File: src/rtl/acc_cpu_core.sv
// Accumulator CPU core: 3-cycle FETCH/DECODE/EXEC machine over a 2^AW x W internal RAM.
// Define ACC_CPU_DEBUG_EN to expose dbg_pc_o/dbg_ir_o/dbg_a_o/dbg_state_o. W must be >= AW+3.
module acc_cpu_core #(
  parameter int W  = 8,
  parameter int AW = 5
) (
  input  logic          clk_i,
  input  logic          rst_ni,
  input  logic          start_i,
  input  logic          prog_we_i,
  input  logic [AW-1:0] prog_addr_i,
  input  logic [W-1:0]  prog_data_i,
  input  logic [W-1:0]  in_data_i,
  input  logic          in_valid_i,
  output logic          in_ready_o,
  output logic [W-1:0]  out_data_o,
  output logic          out_valid_o,
  output logic          halted_o,
  output logic          aeq0_o,
  output logic          apos_o,
  output logic          ovf_o
`ifdef ACC_CPU_DEBUG_EN
  ,
  output logic [AW-1:0] dbg_pc_o,
  output logic [W-1:0]  dbg_ir_o,
  output logic [W-1:0]  dbg_a_o,
  output logic [2:0]    dbg_state_o
`endif
);

  typedef enum logic [2:0] {
    S_IDLE   = 3'd0,
    S_FETCH  = 3'd1,
    S_DECODE = 3'd2,
    S_EXEC   = 3'd3,
    S_INWAIT = 3'd4,
    S_HALTED = 3'd5
  } state_t;

  typedef enum logic [2:0] {
    OP_HALT  = 3'b000,
    OP_LOAD  = 3'b001,
    OP_STORE = 3'b010,
    OP_ADD   = 3'b011,
    OP_SUB   = 3'b100,
    OP_INPUT = 3'b101,
    OP_JZ    = 3'b110,
    OP_JPOS  = 3'b111
  } opcode_t;

  state_t          state_q;
  logic [AW-1:0]   pc_q;
  logic [W-1:0]    ir_q;
  logic [W-1:0]    a_q;
  logic            ovf_q;
  logic [W-1:0]    out_data_q;
  logic            out_valid_q;
  logic            halted_q;

  logic [W-1:0]    mem_q [0:(1<<AW)-1];
  logic [W-1:0]    rdata_q;
  logic [AW-1:0]   raddr;
  logic            ram_we;
  logic [AW-1:0]   ram_waddr;
  logic [W-1:0]    ram_wdata;

  opcode_t         opcode;
  logic [AW-1:0]   operand;
  logic            loadable;
  logic            is_store;
  logic [W-1:0]    add_res;
  logic [W-1:0]    sub_res;
  logic            add_ovf;
  logic            sub_ovf;

  assign opcode   = opcode_t'(ir_q[W-1:W-3]);
  assign operand  = ir_q[AW-1:0];
  assign loadable = (state_q == S_IDLE) || (state_q == S_HALTED);
  assign is_store = (state_q == S_EXEC) && (opcode == OP_STORE);

  // FETCH addresses the instruction; in DECODE the fetched word is on rdata_q, so its
  // operand field addresses the data word that EXEC then sees on rdata_q.
  assign raddr     = (state_q == S_FETCH) ? pc_q : rdata_q[AW-1:0];
  assign ram_we    = is_store || (loadable && prog_we_i);
  assign ram_waddr = is_store ? operand : prog_addr_i;
  assign ram_wdata = is_store ? a_q : prog_data_i;

  assign add_res = a_q + rdata_q;
  assign sub_res = a_q - rdata_q;
  assign add_ovf = (a_q[W-1] == rdata_q[W-1]) && (add_res[W-1] != a_q[W-1]);
  assign sub_ovf = (a_q[W-1] != rdata_q[W-1]) && (sub_res[W-1] != a_q[W-1]);

  always_ff @(posedge clk_i) begin
    if (ram_we) mem_q[ram_waddr] <= ram_wdata;
    rdata_q <= mem_q[raddr];
  end

  always_ff @(posedge clk_i or negedge rst_ni) begin
    if (!rst_ni) begin
      state_q     <= S_IDLE;
      pc_q        <= '0;
      ir_q        <= '0;
      a_q         <= '0;
      ovf_q       <= 1'b0;
      out_data_q  <= '0;
      out_valid_q <= 1'b0;
      halted_q    <= 1'b0;
    end else begin
      out_valid_q <= 1'b0;
      case (state_q)
        S_IDLE, S_HALTED: begin
          if (start_i && !prog_we_i) begin
            state_q  <= S_FETCH;
            pc_q     <= '0;
            a_q      <= '0;
            ovf_q    <= 1'b0;
            halted_q <= 1'b0;
          end
        end
        S_FETCH: state_q <= S_DECODE;
        S_DECODE: begin
          ir_q    <= rdata_q;
          pc_q    <= pc_q + AW'(1);
          state_q <= S_EXEC;
        end
        S_EXEC: begin
          state_q <= S_FETCH;
          case (opcode)
            OP_HALT: begin
              state_q  <= S_HALTED;
              halted_q <= 1'b1;
            end
            OP_LOAD:  a_q <= rdata_q;
            OP_STORE: begin
              if (operand == '1) begin
                out_data_q  <= a_q;
                out_valid_q <= 1'b1;
              end
            end
            OP_ADD: begin
              a_q   <= add_res;
              ovf_q <= add_ovf;
            end
            OP_SUB: begin
              a_q   <= sub_res;
              ovf_q <= sub_ovf;
            end
            OP_INPUT: state_q <= S_INWAIT;
            OP_JZ:    if (a_q == '0) pc_q <= operand;
            OP_JPOS:  if (!a_q[W-1]) pc_q <= operand;
            default: ;
          endcase
        end
        S_INWAIT: begin
          if (in_valid_i) begin
            a_q     <= in_data_i;
            state_q <= S_FETCH;
          end
        end
        default: state_q <= S_IDLE;
      endcase
    end
  end

  // Input handshake: a word transfers on a rising edge where in_valid_i and in_ready_o are
  // both high; ready is only ever offered in INWAIT and simply mirrors valid there.
  assign in_ready_o  = (state_q == S_INWAIT) && in_valid_i;
  assign out_data_o  = out_data_q;
  assign out_valid_o = out_valid_q;
  assign halted_o    = halted_q;
  assign aeq0_o      = (a_q == '0);
  assign apos_o      = ~a_q[W-1];
  assign ovf_o       = ovf_q;

`ifdef ACC_CPU_DEBUG_EN
  assign dbg_pc_o    = pc_q;
  assign dbg_ir_o    = ir_q;
  assign dbg_a_o     = a_q;
  assign dbg_state_o = state_q;
`endif

endmodule

File: config.mk
export PLATFORM = sky130hd
export DESIGN_NAME = acc_cpu_core
export DESIGN_NICKNAME = d
export VERILOG_FILES = /design/src/rtl/acc_cpu_core.sv
export SDC_FILE = /design/constraint.sdc
export NUM_CORES = 1
export LEC_CHECK = 0
export ABC_AREA = 0
export BUFFER_PORTS_ARGS = -buffer_cell sky130_fd_sc_hd__buf_4
export CORE_ASPECT_RATIO = 0.9
export CORE_MARGIN = 8
export CORE_UTILIZATION = 40
export CTS_CLUSTER_DIAMETER = 50
export DETAILED_ROUTE_END_ITERATION = 12
export PLACE_DENSITY = 0.66
export SYNTH_ARGS = -nofsm -noshare
export SYNTH_HDL_FRONTEND = slang
export SYNTH_SLANG_ARGS = --single-unit
File: constraint.sdc
create_clock -name clk_i -period 3.2 [get_ports clk_i]
set_clock_uncertainty 0.2 [all_clocks]
set_input_delay 0.64 -clock clk_i [delete_from_list [all_inputs] [get_ports clk_i]]
set_output_delay 0.64 -clock clk_i [all_outputs]
set_load 0.03 [all_outputs]
==> flow_summary_export.csv, run 1 <==
group,metric,value,unit
critical_path,worst_r2r_path_depth,9,
layout,area_delta_synth_final,17.4,%
timing,holdWs,228,ps
route,num_vias,8861,
power_and_ir_drop,ir_drop,0.529,mV
critical_path,slowest_delay,590,ps
power_and_ir_drop,powerDensity,937,mW/mm2
cts,path_clk_slew,60,ps
route,post-route-drc-count,0,
global_route,track_usage,0.168,
critical_path,critical_path_class,"register to register",
logic_synthesis,yosys_warnings,0,
timing,maxSlewHeadroom,0.328,
route,wl_per_cell,20.6,um
cts,cts_tree,"done",
worst_hold_path,hold_depth,3,
floorplanning,start_util,0.407,
floorplanning,pin_count,40,
place,portBuffers,39,
floorplanning,die_area,0.0386,mm2
power_and_ir_drop,pwr-share-clk,0.260,
route,ant_nets,0,
critical_path,timing.critical_path.cells,"inv_1 > ha_1 > nor2_1 > a21oi_1 > o21ai_0 > o41ai_2 > xnor2_1 > nand2b_1 > a221oi_1",
layout,final_layout_size_suffix_gt1_frac,0.161,
logic_synthesis,synth_cells,1051,
layout,fillers,2839,
timing,rsz0062_at_grt,"false",
timing,hold_viol_final,0,
cts,h-tree-depth,2,
cts,insertion_delay,510,ps
logic_synthesis,synth_edf_count,256,
logic_synthesis,synth_compound_area_frac,0.0872,
timing,finalCritPeriodShare,0.938,
timing,fin_crit,3000,ps
worst_hold_path,hold_start,"in_data_i[1]",
critical_path,worstReg2RegStart,"rdata_q[4]",
critical_path,critPathRequiredTime,3380,ps
logic_synthesis,synth.yosys.seq_area_share,0.669,
logic_synthesis,synth_xor_xnor_area_share,0.00201,
power_and_ir_drop,p_int,8.90,mW
cts,cts.path.max_buffers,3,
critical_path,critPathArrivalTime,3180,ps
floorplanning,die_x,206,um
power_and_ir_drop,power.switching,5.44,mW
run_status,outcome,"finished clean",
cts,cts_setup_buffers,0,
layout,final_core_util,0.478,
timing,worstMarginPinSlew,1010,ps
logic_synthesis,yosysUniqueCellTypes,69,
power_and_ir_drop,swShare,0.379,
route,viasPerCell,5.57,
logic_synthesis,syn_nets,1094,
critical_path,slowest_stage,"dfxtp_1",
route,dr.pass1.iters,7,
place,pre_cts_ws,152,ps
power_and_ir_drop,combPwrFrac,0.391,
timing,tns,0,ps
layout,nets,1196,
place,gp_congestion,0.912,
global_route,grt_pass1_vias,8655,
power_and_ir_drop,seq_power_share,0.349,
power_and_ir_drop,p_leak,5.68,nW
timing,setup_ws,200,ps
logic_synthesis,synth_top_area_frac,0.589,
timing,slew_violations,0,
logic_synthesis,synthArstFlopShare,0.117,
logic_synthesis,syn_area,0.0130,mm2
route,drt_wl_total,32800,um
logic_synthesis,synth_mux_area_frac,0.0438,
cts,cts_sinks,299,
global_route,grt_start_max_net_pins,65,
global_route,grt_pass1_wl,50400,um
logic_synthesis,synth.area.top_cells,"edfxtp_1, dfrtp_1, nand2_1",
critical_path,end_kind,"register",
logic_synthesis,synth_top_family_by_area,"simple AND/OR/NAND/NOR gates",
cts,cts_buffers,34,
critical_path,startpoint,"rdata_q[4]",
critical_path,crit_path_max_fanout,10,
worst_hold_path,hold_class,"input port to register",
global_route,antenna_found_initial,0,
logic_synthesis,yosys.area_share.simple,0.155,
cts,clockRootBuffer,"clkbuf_16",
timing,setup_viol,0,
layout,n_antenna_cell,0,
floorplanning,core,0.0320,mm2
logic_synthesis,postSynthRegisterBits,299,
route,drt-initial-drc-count,944,
logic_synthesis,yosys.area.top_type,"edfxtp_1",
floorplanning,core.rowCount,62,
critical_path,crit_path_start_kind,"register",
floorplanning,fp.dieH,187,um
logic_synthesis,synthAdderAreaFrac,0.0175,
logic_synthesis,ys.flop_type,"edfxtp_1",
place,dp_hpwl,22000,um
global_route,gr-total-overflow,0,
logic_synthesis,synth.avg_cell_area,12.4,um2
timing,max_clock_freq,333,MHz
run,max-cap-violations,0,
==> power groups by stage <==
stage | sequential, mW | combinational, mW | clock, mW
finish | 5.00 | 5.61 | 3.73
floorplan | 4.90 | 3.83 | 0
detailed placement | 5.06 | 5.52 | 0
global placement | 5.06 | 5.46 | 0
global route | 5.03 | 6.12 | 3.93
CTS | 4.99 | 5.54 | 3.80
==> cells in the mapped netlist, types with 4 or more instances <==
master	count
inv_1	24
a31oi_1	8
and3_1	6
a221oi_1	4
nor2b_1	6
buf_2	17
o2111ai_1	8
nand2_1	220
nand2b_1	13
a21oi_1	29
edfxtp_1	256
nor3_1	23
mux2_2	7
mux2i_1	45
dfxtp_1	8
a211oi_1	4
ha_1	15
and2_1	7
a32oi_1	23
or2_2	5
buf_4	9
nand3_1	58
a32o_1	4
a22oi_1	13
a22o_1	5
dfrtp_1	35
nand4_1	16
nor2_1	81
clkbuf_1	11
o21ai_0	28
==> metal layers <==
layer  global-route usage  vias to the layer above  wire length (um)
met1                0.234                     4373             14500
met5                    0                        -                 0
met3               0.0372                       72              2410
met2                0.256                      309             14900
li1                     -                     4107                 -
met4               0.0586                        0               960
==> critical path, delay by kind of cell (launching register included) <==
family | cells | cell delay, ps
xor+xnor | 1 | 110
simple gates | 2 | 230
flops | 1 | 590
fa+ha+maj | 1 | 500
buf+inv | 1 | 170
compound gates | 4 | 1090
==> cells in the final DEF (no fill, tap or decap), types with 10 or more instances in the layout <==
cell type / instances
nor3_1: 23
buf_4: 102
clkbuf_1: 10
a21oi_1: 29
nand4_1: 16
nand3_1: 57
mux2i_1: 43
a32oi_1: 22
dfrtp_1: 35
o21ai_0: 25
inv_1: 24
ha_1: 15
nor2_1: 81
clkbuf_16: 36
edfxtp_1: 256
a22oi_1: 12
nand2b_1: 13
nand2_1: 220
==> state kept, by name, summed over array words and instances, names as in the netlist <==
signal and flops:
ir_q 8, a_q 8, mem_q 256, state_q 3, ovf_o 1, pc_q 5
out_valid_o 1, halted_o 1, rdata_q 8, out_data_o 8
==> layout make-up <==
| class | count | area, um2 | area share |
|---|---|---|---|
| clock buffer | 46 | 938 | 0.0613 |
| clock inverter | 13 | 129 | 0.00842 |
| inverter | 24 | 90.1 | 0.00588 |
| multi-input combinational | 686 | 4030 | 0.263 |
| sequential | 299 | 8720 | 0.570 |
| tap | 416 | 520 | 0.0340 |
| timing repair buffer | 108 | 876 | 0.0572 |
==> logic make-up after synthesis <==
kind of cell	count (synthesis)
compound gates	157
xor+xnor	3
fa+ha+maj	17
buf+inv	66
flops	299
mux	55
simple gates	454
==> final timing paths <==
check / to / slack [ps]
min in group asynchronous: a_q[1] / 450
max in group asynchronous: out_data_o[1] / 1990
hold / removal: a_q[1] / 230
setup / recovery: a_q[7] / 200
setup reg to reg: a_q[7] / 200
hold reg to reg: out_data_o[7] / 290
==> repair_timing <==
item                                    4_1_cts  5_1_grt
hold buffers                                  1        0
endpoints found under the hold margin        35        0
resized for setup                             0        4
endpoints found under the setup margin        0       66
==> metrics by stage <==
step | cells | power [mW] | instance area, um2
2_1_floorplan | 1051 | 8.73 | 13000
3_3_place_gp | 1532 | 10.5 | 14200
3_5_place_dp | 1532 | 10.6 | 14200
4_1_cts | 1592 | 14.3 | 15300
5_1_grt | 1592 | 15.1 | 15300
6_report | 1592 | 14.3 | 15300
Power figures use the tool's default switching activity.
==> run 2: changes to the inputs <==
- ABC_CLOCK_PERIOD_IN_PS: not set -> 3200
- BUFFER_PORTS_ARGS: -buffer_cell sky130_fd_sc_hd__buf_4 -> not set
- DONT_BUFFER_PORTS: not set -> 1
- PLACE_DENSITY: 0.66 -> 0.65
==> run 2 against run 1 <==
Net effect:
- sequential share of layout area grew 0.66 points
- critical path depth shrank 2
- first-iteration DRC count grew 3.5%
- critical endpoint is now mem_q[9][1]
- largest cell class unchanged
- largest power group unchanged
==> flow_summary_export.csv, run 2 (synthesis results as in run 1) <==
group,metric,value,unit
critical_path,end_kind,"register",
timing,finalCritPeriodShare,0.993,
critical_path,critical_path_class,"register to register",
route,post-route-drc-count,0,
critical_path,cpLargestDelayFamily,"simple AND/OR/NAND/NOR gates",
run,max-cap-violations,0,
power_and_ir_drop,powerDensity,965,mW/mm2
floorplanning,die_x,206,um
layout,nets,1157,
critical_path,timing.critical_path.cells,"nor2b_1 > and2_1 > nand3_1 > nor2_1 > a22oi_1 > nor2_1 > buf_4",
cts,cts_buffers,35,
cts,cts.path.max_buffers,3,
cts,insertion_delay,510,ps
critical_path,slowest_delay,910,ps
layout,area_delta_synth_final,16.1,%
power_and_ir_drop,p_int,9.13,mW
floorplanning,fp.dieH,187,um
global_route,gr-total-overflow,0,
power_and_ir_drop,ir_drop,0.745,mV
cts,clockRootBuffer,"clkbuf_16",
floorplanning,core,0.0320,mm2
timing,hold_viol_final,0,
critical_path,crit_buf_inv,1,
place,portBuffers,0,
power_and_ir_drop,seq_power_share,0.344,
timing,slew_violations,0,
cts,cts_sinks,299,
timing,worstMarginPinSlew,1200,ps
critical_path,slowest_stage,"a22oi_1",
critical_path,critPathRequiredTime,3270,ps
place,gp_congestion,0.885,
timing,maxSlewHeadroom,0.202,
power_and_ir_drop,combPwrFrac,0.374,
route,num_vias,8796,
timing,max_clock_freq,315,MHz
floorplanning,core.rowCount,62,
cts,h-tree-depth,2,
power_and_ir_drop,power.total,14.6,mW
layout,final_layout_size_suffix_gt1_frac,0.131,
cts,cts_tree,"done",
timing,setup_viol,0,
global_route,grt_pass1_wl,50800,um
floorplanning,start_util,0.407,
layout,layout_common_cells,"edfxtp_1, nand2_1, nor2_1, buf_4, nand3_1",
route,dr.pass1.iters,6,
global_route,grt_pass1_vias,8412,
layout,final_common_cell,"edfxtp_1",
power_and_ir_drop,p_leak,5.53,nW
floorplanning,die_area,0.0386,mm2
critical_path,crit_path_start_kind,"register",
run_status,outcome,"finished clean",
worst_hold_path,hold_class,"input port to register",
power_and_ir_drop,power.switching,5.48,mW
route,wl_per_cell,21.2,um
timing,rsz0062_at_grt,"true",
route,ant_nets,0,
cts,path_clk_slew,60,ps
global_route,track_usage,0.171,
timing,tns,0,ps
critical_path,crit_path_max_fanout,12,
global_route,antenna_found_initial,2,
route,viasPerCell,5.66,
critical_path,critPathMostFrequentCell,"nor2_1",
timing,fin_crit,3180,ps
power_and_ir_drop,pwr-share-clk,0.281,
place,dp_hpwl,22100,um
power_and_ir_drop,swShare,0.375,
cts,cts_setup_buffers,0,
critical_path,critPathArrivalTime,3250,ps
layout,largest_register,"mem_q",
route,drt_wl_total,33000,um
floorplanning,pin_count,40,
route,drt-initial-drc-count,977,
layout,largest_register_ffs,256,
global_route,grt_start_max_net_pins,51,
-- run 2: changes by cell type in the layout (fill, tap and decap cells not counted), moves of 2 or more --
cell and change:
clkinv_2 -6, clkinvlp_4 +2, buf_4 -41, clkbuf_1 -5
bufinv_16 +3, inv_8 +2, clkinv_1 +3
-- run 2: area by class of cell --
type | count | area [um2]
clock buffers | 42 | 945
fillers | 2817 | 16900
repair buffers | 68 | 588
well taps | 416 | 520
clock inverters | 18 | 246
diodes | 1 | 2.50
inverters | 24 | 90.1
multi-input cells | 686 | 4020
flip-flops and latches | 299 | 8720
-- run 2: power by group through the flow --
stage | combinational (mW) | sequential [mW] | clock (mW)
2_1_floorplan | 3.83 | 4.90 | 0
3_5_place_dp | 5.40 | 5.10 | 0
6_report | 5.47 | 5.03 | 4.11
5_1_grt | 5.93 | 5.06 | 4.34
4_1_cts | 5.43 | 5.02 | 4.18
3_3_place_gp | 5.32 | 5.08 | 0
-- run 2: layer usage --
metal | track usage | wire (um) | part of all wire
met4 | 0.0539 | 822 | 0.025
met1 | 0.239 | 14200 | 0.43
met3 | 0.0383 | 2670 | 0.081
met2 | 0.259 | 15300 | 0.46
met5 | 0 | 13 | 0.00039
-- run 2: worst paths after layout --
kind	from	to	slack, ps	cells after the start
max	state_q[2]	mem_q[9][1]	20	7
min	in_data_i[2]	a_q[2]	130	2
max reg2reg	state_q[2]	mem_q[9][1]	20	7
min reg2reg	rdata_q[7]	ir_q[7]	370	2
max in group asynchronous	rst_ni	out_data_o[5]	2210	2
min in group asynchronous	rst_ni	pc_q[1]	390	2
-- run 2: through the flow --
step	hold slack, ps	std cells	area, um2	util	setup WS (ps)
finish	133	1554	15100	0.472	21.3
global route	133	1554	15100	0.472	-170
CTS	120	1553	15100	0.472	55.9
detailed placement	145	1491	13900	0.434	55.9
global placement	145	1491	13900	0.434	152
floorplan	144	1051	13000	-	-232
-- run 2: what timing repair did --
| action | 4_1_cts | 5_1_grt |
|---|---|---|
| endpoints found under the hold margin | 35 | 0 |
| gates resized for setup | 0 | 1 |
| endpoints found under the setup margin | 0 | 126 |
| hold buffers | 2 | 0 |
-- run 2: worst register-to-register path, cell delays in order, from the launching register on --
cell	delay, ps
dfrtp_1	600
nor2b_1	110
and2_1	180
nand3_1	370
nor2_1	130
a22oi_1	910
nor2_1	200
buf_4	230
==> run 3: changes to the inputs <==
- ABC_CLOCK_PERIOD_IN_PS: 3200 -> not set
- MAX_ROUTING_LAYER: not set -> met4
==> run 3 against run 2 <==
Net effect:
- via count shrank 1.0%
- setup slack improved by 93 ps
- utilization is 0.45 points lower
- clock power is 12% lower
- count of clock-buffer cells in the layout is 1 lower
- final cell count stayed put
- register-to-register slack improved by 90 ps
- critical path depth did not move
- sequential power barely moved
==> flow_summary_export.csv, run 3 (synthesis results as in run 1) <==
group,metric,value,unit
run_status,outcome,"finished clean",
power_and_ir_drop,p_leak,5.47,nW
worst_hold_path,hold_end,"a_q[2]",
worst_hold_path,hold_depth,2,
worst_hold_path,hold_class,"input port to register",
critical_path,timing.critical_path.cells,"nor2b_1 > and2_1 > nand3_1 > nor2_1 > a32oi_1 > nor2_1 > buf_4",
timing,tns,0,ps
floorplanning,pin_count,40,
timing,setup_viol,0,
global_route,grt_start_max_net_pins,51,
layout,fillers,2807,
route,viasPerCell,5.60,
power_and_ir_drop,p_int,8.69,mW
place,gp_congestion,0.903,
timing,hold_viol_final,0,
power_and_ir_drop,power.total,14.1,mW
critical_path,r2r-end,"mem_q[11][5]",
layout,layout_common_cells,"edfxtp_1, nand2_1, nor2_1, buf_4, nand3_1",
timing,slew_violations,0,
critical_path,worstReg2RegStart,"state_q[1]",
timing,finalCritPeriodShare,0.964,
route,post-route-drc-count,0,
critical_path,slowest_delay,890,ps
critical_path,crit_path_max_fanout,12,
global_route,gr-total-overflow,0,
cts,path_clk_slew,50,ps
cts,cts_tree,"done",
layout,largest_register_ffs,256,
layout,area_delta_synth_final,15.0,%
timing,rsz0062_at_grt,"false",
floorplanning,core,0.0320,mm2
global_route,grt_pass1_wl,50300,um
layout,largest_register,"mem_q",
global_route,track_usage,0.175,
floorplanning,fp.dieH,187,um
cts,clockRootBuffer,"clkbuf_16",
critical_path,crit_path_start_kind,"register",
route,num_vias,8707,
floorplanning,die_area,0.0386,mm2
layout,n_antenna_cell,0,
critical_path,worst_r2r_path_depth,7,
route,wl_per_cell,21.2,um
worst_hold_path,hold_start,"in_data_i[2]",
floorplanning,die_x,206,um
global_route,antenna_found_initial,0,
cts,cts_buffers,34,
critical_path,critPathMostFrequentCell,"nor2_1",
power_and_ir_drop,combPwrFrac,0.387,
place,dp_hpwl,22100,um
critical_path,end_kind,"register",
cts,cts_setup_buffers,0,
layout,nets,1157,
route,ant_nets,0,
cts,cts.path.max_buffers,3,
power_and_ir_drop,pwr-share-clk,0.257,
route,drt-initial-drc-count,817,
cts,insertion_delay,510,ps
power_and_ir_drop,power.switching,5.40,mW
critical_path,critical_path_class,"register to register",
timing,maxSlewHeadroom,0.230,
critical_path,r2r_setup_slack,110,ps
critical_path,critPathArrivalTime,3150,ps
layout,final_common_cell,"edfxtp_1",
timing,max_clock_freq,324,MHz
layout,final_layout_size_suffix_gt1_frac,0.133,
critical_path,critPathRequiredTime,3260,ps
timing,worstMarginPinSlew,1160,ps
global_route,grt_pass1_vias,8375,
floorplanning,start_util,0.407,
timing,fin_crit,3090,ps
critical_path,slowest_stage,"a32oi_1",
power_and_ir_drop,ir_drop,0.575,mV
power_and_ir_drop,powerDensity,940,mW/mm2
power_and_ir_drop,swShare,0.383,
cts,h-tree-depth,2,
route,drt_wl_total,33000,um
floorplanning,core.rowCount,62,
cts,cts_sinks,299,
place,portBuffers,0,
run,max-cap-violations,0,
power_and_ir_drop,seq_power_share,0.356,
route,dr.pass1.iters,5,
-- run 3: worst max-delay path by stage --
stage	from	to	slack, ps	cells after the start
2_1_floorplan	state_q[2]	mem_q[0][0]	-230	7
3_3_place_gp	state_q[0]	rdata_q[6]	130	9
3_5_place_dp	state_q[0]	rdata_q[6]	110	9
4_1_cts	state_q[0]	rdata_q[6]	100	9
5_1_grt	state_q[1]	mem_q[11][5]	1	7
6_report	state_q[1]	mem_q[11][5]	110	7
-- run 3: worst max-delay path, delay by kind of cell, from the launching register on --
kind / cells / cell delay [ps]
buffers and inverters: 1 / 230
flip-flops: 1 / 470
AND/OR/NAND/NOR: 5 / 1050
AO/OA/AOI/OAI: 1 / 890
-- run 3: layout make-up --
class                      instances  area, um2  share of cell area
multi-input combinational        686       4020               0.268
timing repair buffer              69        596              0.0397
clock buffer                      41        898              0.0599
inverter                          24       90.1             0.00601
clock inverter                    19        146             0.00976
sequential                       299       8720               0.582
tap                              416        520              0.0347
-- run 3: power by group through the flow --
stage	sequential (mW)	clock (mW)	combinational (mW)
after floorplan	4.90	0	3.83
after global placement	5.08	0	5.33
after detailed placement	5.08	0	5.37
after CTS	5.00	3.69	5.41
after global routing	5.05	3.84	5.95
final	5.01	3.63	5.46
-- run 3: repair_timing --
action                                 CTS  global route
setup endpoints to repair                0             9
hold buffers                             2             0
resized for setup                        0             2
endpoints found under the hold margin   35             0
-- run 3: stage by stage --
step | worst slack [ps] | hold WS, ps | area (um2) | instances | util
final | 114 | 137 | 15000 | 1554 | 0.468
after global routing | 1.13 | 141 | 15000 | 1554 | 0.468
after CTS | 100 | 124 | 15000 | 1554 | 0.468
after detailed placement | 109 | 146 | 13900 | 1492 | 0.434
after global placement | 126 | 145 | 13900 | 1492 | 0.434
after floorplan | -232 | 144 | 13000 | 1051 | -
-- run 3: metal layers --
layer  share of wire  vias to the layer above  wire length [um]  track usage
met5               0                        -                 0            -
met4           0.025                        0               810       0.0539
met3           0.063                       54              2060       0.0255
met2            0.46                      312             15200        0.260
met1            0.45                     4311             14900        0.244
li1                -                     4030                 -            -
